--- config.mk ---
export PLATFORM = sky130hd
export DESIGN_NAME = uart_echo_peer
export DESIGN_NICKNAME = d
export VERILOG_FILES = /design/src/rtl/uart_pkg.sv /design/src/rtl/uart_peer_tx.sv /design/src/rtl/uart_echo_peer.sv
export SDC_FILE = /design/constraint.sdc
export NUM_CORES = 1
export LEC_CHECK = 0
export ABC_AREA = 1
export ABC_CLOCK_PERIOD_IN_PS = 5200
export CORE_MARGIN = 1
export CORE_UTILIZATION = 30
export DETAILED_ROUTE_END_ITERATION = 8
export GPL_TIMING_DRIVEN = 1
export PLACE_DENSITY_LB_ADDON = 0.25
export SETUP_SLACK_MARGIN = 0.4
export SLEW_MARGIN = 20
export SYNTH_ARGS = -nofsm -noshare
export SYNTH_HDL_FRONTEND = slang
export SYNTH_SLANG_ARGS = --single-unit
--- constraint.sdc ---
create_clock -name clk -period 5.2 [get_ports clk]
set_input_delay 0.52 -clock clk [delete_from_list [all_inputs] [get_ports clk]]
set_output_delay 0.52 -clock clk [all_outputs]
set_load 0.01 [all_outputs]
--- src/rtl/uart_pkg.sv ---
// rtl/uart_pkg.sv - shared frame states, limits and helpers for the UART echo peer
package uart_pkg;

    localparam int MIN_BAUD = 4;

    typedef enum logic [2:0] {
        IDLE,
        START,
        DATA,
        PARITY,
        STOP
    } uart_state_t;

    function automatic logic [3:0] clamp_len(input logic [3:0] length);
        if (length < 4'd5) begin
            return 4'd5;
        end else if (length > 4'd8) begin
            return 4'd8;
        end
        return length;
    endfunction

    // Seeding with parity_type turns the even-parity XOR into odd parity.
    function automatic logic calc_parity(input logic [7:0] data, input logic [3:0] length,
                                         input logic parity_type);
        logic p;
        p = parity_type;
        for (int i = 0; i < 8; i++) begin
            if (i < int'(length)) begin
                p = p ^ data[i];
            end
        end
        return p;
    endfunction

endpackage

--- src/rtl/uart_peer_tx.sv ---
// rtl/uart_peer_tx.sv - echo serialiser: start, data LSB first, optional parity, 1-2 stop bits
module uart_peer_tx (
    input  logic        clk,
    input  logic        rst,
    input  logic [16:0] baud,
    input  logic [3:0]  length,
    input  logic        parity_en,
    input  logic        parity_type,
    input  logic        stop2,
    input  logic        start_i,
    input  logic [7:0]  data_i,
    output logic        pop_o,
    output logic        tx_o,
    output logic        tx_busy,
    output logic        tx_done
);
    import uart_pkg::*;

    uart_state_t state_q, state_d;
    logic [16:0] cnt_q, cnt_d, baud_q, baud_d;
    logic [3:0]  bit_q, bit_d, len_q, len_d;
    logic [7:0]  data_q, data_d;
    logic        par_q, par_d, pen_q, pen_d, stop2_q, stop2_d, tx_q, tx_d;
    logic        bit_end;

    always_ff @(posedge clk or posedge rst) begin
        if (rst) begin
            state_q <= IDLE;
            cnt_q   <= '0;
            baud_q  <= '0;
            bit_q   <= '0;
            len_q   <= '0;
            data_q  <= '0;
            par_q   <= 1'b0;
            pen_q   <= 1'b0;
            stop2_q <= 1'b0;
            tx_q    <= 1'b1;
        end else begin
            state_q <= state_d;
            cnt_q   <= cnt_d;
            baud_q  <= baud_d;
            bit_q   <= bit_d;
            len_q   <= len_d;
            data_q  <= data_d;
            par_q   <= par_d;
            pen_q   <= pen_d;
            stop2_q <= stop2_d;
            tx_q    <= tx_d;
        end
    end

    always_comb begin
        state_d = state_q;
        cnt_d   = cnt_q + 17'd1;
        baud_d  = baud_q;
        bit_d   = bit_q;
        len_d   = len_q;
        data_d  = data_q;
        par_d   = par_q;
        pen_d   = pen_q;
        stop2_d = stop2_q;
        tx_d    = tx_q;
        pop_o   = 1'b0;
        tx_done = 1'b0;
        bit_end = (cnt_q == baud_q - 17'd1);

        case (state_q)
            IDLE: begin
                cnt_d = '0;
                tx_d  = 1'b1;
                if (start_i) begin
                    // Parity is fixed from the full byte before the shift register consumes it.
                    pop_o   = 1'b1;
                    state_d = START;
                    tx_d    = 1'b0;
                    baud_d  = baud;
                    len_d   = length;
                    pen_d   = parity_en;
                    stop2_d = stop2;
                    data_d  = data_i;
                    par_d   = calc_parity(data_i, length, parity_type);
                end
            end
            START: begin
                if (bit_end) begin
                    cnt_d   = '0;
                    bit_d   = '0;
                    state_d = DATA;
                    tx_d    = data_q[0];
                end
            end
            DATA: begin
                if (bit_end) begin
                    cnt_d = '0;
                    if (bit_q == len_q - 4'd1) begin
                        bit_d = '0;
                        if (pen_q) begin
                            state_d = PARITY;
                            tx_d    = par_q;
                        end else begin
                            state_d = STOP;
                            tx_d    = 1'b1;
                        end
                    end else begin
                        bit_d  = bit_q + 4'd1;
                        data_d = data_q >> 1;
                        tx_d   = data_q[1];
                    end
                end
            end
            PARITY: begin
                if (bit_end) begin
                    cnt_d   = '0;
                    bit_d   = '0;
                    state_d = STOP;
                    tx_d    = 1'b1;
                end
            end
            STOP: begin
                tx_d = 1'b1;
                if (bit_end) begin
                    cnt_d = '0;
                    if (bit_q == {3'b000, stop2_q}) begin
                        tx_done = 1'b1;
                        state_d = IDLE;
                    end else begin
                        bit_d = bit_q + 4'd1;
                    end
                end
            end
            default: begin
                state_d = IDLE;
                tx_d    = 1'b1;
            end
        endcase
    end

    assign tx_o    = tx_q;
    assign tx_busy = (state_q != IDLE);

endmodule

--- src/rtl/uart_echo_peer.sv ---
// rtl/uart_echo_peer.sv - far-end UART peer: receives frames, checks them, echoes good bytes
module uart_echo_peer #(
    parameter int MIN_BAUD = uart_pkg::MIN_BAUD
) (
    input  logic        clk,
    input  logic        rst,
    input  logic [16:0] baud,
    input  logic [3:0]  length,
    input  logic        parity_en,
    input  logic        parity_type,
    input  logic        stop2,
    input  logic        tx_en,
    input  logic        rx_i,
    output logic        tx_o,
    output logic [7:0]  rx_data,
    output logic        rx_valid,
    output logic        parity_err,
    output logic        frame_err,
    output logic        overrun,
    output logic        tx_busy,
    output logic        tx_done
);
    import uart_pkg::*;

    uart_state_t state_q, state_d;
    logic        s1_q, s2_q, prev_q;
    logic [16:0] cnt_q, cnt_d, baud_q, baud_d, baud_eff;
    logic [3:0]  bit_q, bit_d, len_q, len_d, len_eff;
    logic        pen_q, pen_d, ptype_q, ptype_d, stop2_q, stop2_d;
    logic [7:0]  shift_q, shift_d;
    logic        perr_acc_q, perr_acc_d, ferr_acc_q, ferr_acc_d;
    logic [7:0]  rx_data_q, rx_data_d, hold_q, hold_d;
    logic        rx_valid_q, rx_valid_d, perr_q, perr_d, ferr_q, ferr_d, ovr_q, ovr_d;
    logic        hold_full_q, hold_full_d;
    logic        fall, bit_end, half_end, ferr_now, pop;

    assign baud_eff = (baud < 17'(MIN_BAUD)) ? 17'(MIN_BAUD) : baud;
    assign len_eff  = clamp_len(length);
    assign fall     = prev_q & ~s2_q;

    always_ff @(posedge clk or posedge rst) begin
        if (rst) begin
            s1_q        <= 1'b1;
            s2_q        <= 1'b1;
            prev_q      <= 1'b1;
            state_q     <= IDLE;
            cnt_q       <= '0;
            baud_q      <= '0;
            bit_q       <= '0;
            len_q       <= '0;
            pen_q       <= 1'b0;
            ptype_q     <= 1'b0;
            stop2_q     <= 1'b0;
            shift_q     <= '0;
            perr_acc_q  <= 1'b0;
            ferr_acc_q  <= 1'b0;
            rx_data_q   <= '0;
            hold_q      <= '0;
            rx_valid_q  <= 1'b0;
            perr_q      <= 1'b0;
            ferr_q      <= 1'b0;
            ovr_q       <= 1'b0;
            hold_full_q <= 1'b0;
        end else begin
            s1_q        <= rx_i;
            s2_q        <= s1_q;
            prev_q      <= s2_q;
            state_q     <= state_d;
            cnt_q       <= cnt_d;
            baud_q      <= baud_d;
            bit_q       <= bit_d;
            len_q       <= len_d;
            pen_q       <= pen_d;
            ptype_q     <= ptype_d;
            stop2_q     <= stop2_d;
            shift_q     <= shift_d;
            perr_acc_q  <= perr_acc_d;
            ferr_acc_q  <= ferr_acc_d;
            rx_data_q   <= rx_data_d;
            hold_q      <= hold_d;
            rx_valid_q  <= rx_valid_d;
            perr_q      <= perr_d;
            ferr_q      <= ferr_d;
            ovr_q       <= ovr_d;
            hold_full_q <= hold_full_d;
        end
    end

    always_comb begin
        state_d     = state_q;
        cnt_d       = cnt_q + 17'd1;
        baud_d      = baud_q;
        bit_d       = bit_q;
        len_d       = len_q;
        pen_d       = pen_q;
        ptype_d     = ptype_q;
        stop2_d     = stop2_q;
        shift_d     = shift_q;
        perr_acc_d  = perr_acc_q;
        ferr_acc_d  = ferr_acc_q;
        rx_data_d   = rx_data_q;
        hold_d      = hold_q;
        rx_valid_d  = 1'b0;
        perr_d      = 1'b0;
        ferr_d      = 1'b0;
        ovr_d       = 1'b0;
        // A pop in the same cycle frees the slot before any write lands.
        hold_full_d = hold_full_q & ~pop;
        bit_end     = (cnt_q == baud_q - 17'd1);
        half_end    = (cnt_q == (baud_q >> 1) - 17'd1);
        ferr_now    = ferr_acc_q | ~s2_q;

        case (state_q)
            IDLE: begin
                cnt_d = '0;
                if (fall) begin
                    state_d    = START;
                    baud_d     = baud_eff;
                    len_d      = len_eff;
                    pen_d      = parity_en;
                    ptype_d    = parity_type;
                    stop2_d    = stop2;
                    shift_d    = '0;
                    perr_acc_d = 1'b0;
                    ferr_acc_d = 1'b0;
                end
            end
            START: begin
                if (half_end) begin
                    cnt_d   = '0;
                    bit_d   = '0;
                    state_d = s2_q ? IDLE : DATA;
                end
            end
            DATA: begin
                if (bit_end) begin
                    cnt_d                = '0;
                    shift_d[bit_q[2:0]]  = s2_q;
                    if (bit_q == len_q - 4'd1) begin
                        bit_d   = '0;
                        state_d = pen_q ? PARITY : STOP;
                    end else begin
                        bit_d = bit_q + 4'd1;
                    end
                end
            end
            PARITY: begin
                if (bit_end) begin
                    cnt_d      = '0;
                    bit_d      = '0;
                    perr_acc_d = (s2_q != calc_parity(shift_q, len_q, ptype_q));
                    state_d    = STOP;
                end
            end
            STOP: begin
                if (bit_end) begin
                    cnt_d      = '0;
                    ferr_acc_d = ferr_now;
                    if (bit_q == {3'b000, stop2_q}) begin
                        state_d    = IDLE;
                        rx_valid_d = 1'b1;
                        rx_data_d  = shift_q;
                        perr_d     = perr_acc_q;
                        ferr_d     = ferr_now;
                        if (!perr_acc_q && !ferr_now) begin
                            if (hold_full_q && !pop) begin
                                ovr_d = 1'b1;
                            end else begin
                                hold_d      = shift_q;
                                hold_full_d = 1'b1;
                            end
                        end
                    end else begin
                        bit_d = bit_q + 4'd1;
                    end
                end
            end
            default: state_d = IDLE;
        endcase
    end

    uart_peer_tx u_tx (
        .clk         (clk),
        .rst         (rst),
        .baud        (baud_eff),
        .length      (len_eff),
        .parity_en   (parity_en),
        .parity_type (parity_type),
        .stop2       (stop2),
        .start_i     (hold_full_q & tx_en),
        .data_i      (hold_q),
        .pop_o       (pop),
        .tx_o        (tx_o),
        .tx_busy     (tx_busy),
        .tx_done     (tx_done)
    );

    assign rx_data    = rx_data_q;
    assign rx_valid   = rx_valid_q;
    assign parity_err = perr_q;
    assign frame_err  = ferr_q;
    assign overrun    = ovr_q;

endmodule

==> metrics <==
cell chain of the critical path=inv_1 -> ha_1 -> nand3_2 -> nor2_2 -> nand3_1 -> inv_1 -> nand2_1 -> a21oi_1 -> nand2_1 -> nor2_1 -> nand3_2 -> nor4_1 -> clkdlybuf4s50_1; Filler Cell Count=3039; via count=7585; Crit path required time=4.68 ns; element type at the critical path start=flop; critical path class=reg -> out; Slew Viols, Final=0; Leakage=0.00475 uW; commonest register cell after synthesis=dfrtp_1; Flop pwr share=0.357; Vert. Die Dim=174 um; Slew HR=0.322; worst hold-check path type=reg -> reg; Detailed Place HPWL=16800 um; fin crit period=3.70 ns; clk sinks=139; starting DRC count in detailed routing=416; Post-synth ARST share=1.00; Worst Reg-to-Reg Cells=14; clk buf depth=2; initial antenna violation count=0; Post-synth EDFFs=0; GRT Residual Overflow=0; gr usage total=0.156; internal power=2330 uW; Final Skew=0.0144 ns; Sw Ratio=0.410; NetSw=1620 uW; Sequential Area=3480 um^2; CTS Buf Count=17; warnings from Yosys=0; RSZ-0062 raised after global routing=no; initial core utilization=0.307; status=completed; # nets final=1297; clock share of power=0.300; hold path startpoint=s1_q; multi-input logic area=4710 um^2; cts hold-fix bufs=0; CP max stage delay=0.59 ns; via/cell ratio=4.59; first-pass GRT wire length=38200 um; Hold Vio Cnt, Final=0; DRC=0; H-tree levels=4; Hold Crit Endpoint=s2_q; core area=28900 um^2; vias in the first global route=7708; Synth Cell Area=8850 um^2; pwr dens=388 nW/um^2; full die area=30200 um^2; root buf cell=clkbuf_16; drt pass-1 iters=5; CTS tree=yes; Top Family by Delay on Critical Path=simple AND/OR/NAND/NOR gates; cells after synthesis=1223; Synth Register Bits=139; Worst Path Arrival=3.18 ns; Worst Tran Pin Value=1.01 ns; CP max stage cell=clkdlybuf4s50_1; drt wl/cell=13.4 um; Max-Cap Viols=0; Clock transition at path regs=0.07 ns; combinational power share=0.342; clock latency on the worst-skew pair=0.43 ns; R2R Path End=hold_q[1]; Final setup viols=0; port bufs=42; pin count of the biggest net entering global routing=85; TNS Setup=0 ns; Setup WS pre-CTS=1.96 ns; post-layout util=0.354; register area share after synthesis=0.393; synth-to-layout area growth=15.2%; layout cells sized above 1=0.0677; Worst Path Buf+Inv=3; n_diodes=0; R2R Setup Slk=2.17 ns; f_max=0.270 GHz; Post-Route WL=22200 um; Hold Path Depth=0; Unique masters post-synth=45; CP Capture Type=output pin; # resized after CTS=0; Max VDD drop=0.000177 V; Post-DRT Antenna Nets=0; IO Count=43; worst setup margin=1.50 ns; gpl congestion=0.864; row cnt=62; crit-path max FO=6; fin crit share=0.711; reg2reg start=baud_q[1]; post-synth net total=1263; mean post-synth cell area=7.24 um^2; total setup buffers inserted after CTS=0; die width=174 um
==> cells in the mapped netlist (2+ instances only) <==
master | number | area share
inv_2 | 4 | 0.0017
clkbuf_1 | 20 | 0.0085
buf_6 | 2 | 0.0025
nor2_2 | 14 | 0.0099
a21boi_0 | 3 | 0.0025
nand3b_1 | 5 | 0.0042
xnor3_1 | 2 | 0.0051
nand4_1 | 30 | 0.021
nor2_1 | 122 | 0.052
and3_1 | 8 | 0.0057
nand2_2 | 7 | 0.0049
nor2_4 | 6 | 0.0076
inv_1 | 132 | 0.056
nor3_1 | 19 | 0.011
nand3_1 | 86 | 0.049
xnor2_1 | 33 | 0.033
mux2i_1 | 5 | 0.0057
nor4_1 | 5 | 0.0035
buf_4 | 2 | 0.0017
o21ai_0 | 84 | 0.047
ha_1 | 12 | 0.017
o21ai_1 | 8 | 0.0045
a21oi_1 | 40 | 0.023
nand3_2 | 3 | 0.0034
o21bai_1 | 3 | 0.0025
or2_2 | 8 | 0.0057
dfrtp_1 | 135 | 0.38
xor2_1 | 55 | 0.054
nand2_1 | 345 | 0.15
dfstp_2 | 4 | 0.012
o22ai_1 | 2 | 0.0014
o21a_1 | 2 | 0.0017
buf_2 | 5 | 0.0028
==> cell families after synthesis <==
kind of cell	synth area share
XOR/XNOR	0.0921
AO/OA/AOI/OAI	0.0883
multiplexers	0.00565
buffers and inverters	0.0742
adder cells (fa/ha/maj)	0.0170
AND/OR/NAND/NOR	0.329
flip-flops	0.393
==> registers in the layout, indices dropped and copies added, names as in the netlist, 4 cells and up <==
name         count
baud_q          17
len_q            4
u_tx.cnt_q      17
u_tx.baud_q     17
u_tx.len_q       4
hold_q           8
bit_q            4
u_tx.bit_q       4
u_tx.data_q      8
rx_data          8
cnt_q           17
shift_q          8
==> layout by cell type, fill, tap and decap left out, types with 2 or more instances in the layout <==
cell type,n
o21ai_1,8
inv_2,4
xnor2_1,33
clkinvlp_4,4
nand2_1,345
inv_8,2
ha_1,12
and3_1,8
a21oi_1,40
xor2_1,55
nand4_1,30
clkdlybuf4s50_1,42
clkbuf_16,17
o21a_1,2
dfrtp_1,135
nor3_1,19
or2_2,8
dfstp_2,4
o22ai_1,2
xnor3_1,2
nor4_1,5
buf_4,3
inv_6,5
nand3_2,3
nor2_1,122
o21ai_0,84
mux2i_1,5
nand3_1,86
nor2_2,14
nor2_4,6
o21bai_1,3
a21boi_0,3
inv_1,131
nand2_2,7
nand3b_1,5
clkinv_2,4
==> metrics by stage <==
stage                     cells  power, uW  hold slack, ns  instance area [um^2]
after floorplan            1223       2470           0.345                  8850
after global placement     1622       2770           0.348                  9640
after detailed placement   1622       2780           0.347                  9640
after CTS                  1654       3990           0.357                 10200
after global routing       1654       4230           0.365                 10200
final                      1654       3950           0.357                 10200
==> cell type report <==
type | count | area share
clock buffers | 17 | 0.0417
inverters | 137 | 0.0509
well taps | 384 | 0.0471
flip-flops and latches | 139 | 0.341
clock inverters | 15 | 0.0135
multi-input cells | 917 | 0.462
repair buffers | 45 | 0.0434
==> routing by layer <==
layer | GRT usage | share of wire
met4 | 0.0523 | 0.020
met1 | 0.206 | 0.49
met5 | 0 | 0
met2 | 0.260 | 0.46
met3 | 0.0235 | 0.028
==> power by group through the flow <==
stage | Sequential [uW] | Clock, uW | Combinational [uW]
detailed placement | 1430 | 0 | 1350
floorplan | 1330 | 0 | 1140
finish | 1410 | 1190 | 1350
global placement | 1430 | 0 | 1340
CTS | 1410 | 1210 | 1360
global route | 1440 | 1250 | 1550
==> worst max-delay path by stage <==
stage,from,endpoint,slack (ns),cells after the start
finish,u_tx.baud_q[0],tx_done,1.50,13
global route,u_tx.baud_q[0],tx_done,1.18,13
CTS,u_tx.baud_q[0],tx_done,1.48,13
global placement,u_tx.baud_q[0],tx_done,2.03,13
detailed placement,u_tx.baud_q[0],tx_done,1.96,13
floorplan,rst,baud_q[0],0.96,1
Note: power is estimated with default switching activity, not from simulation.
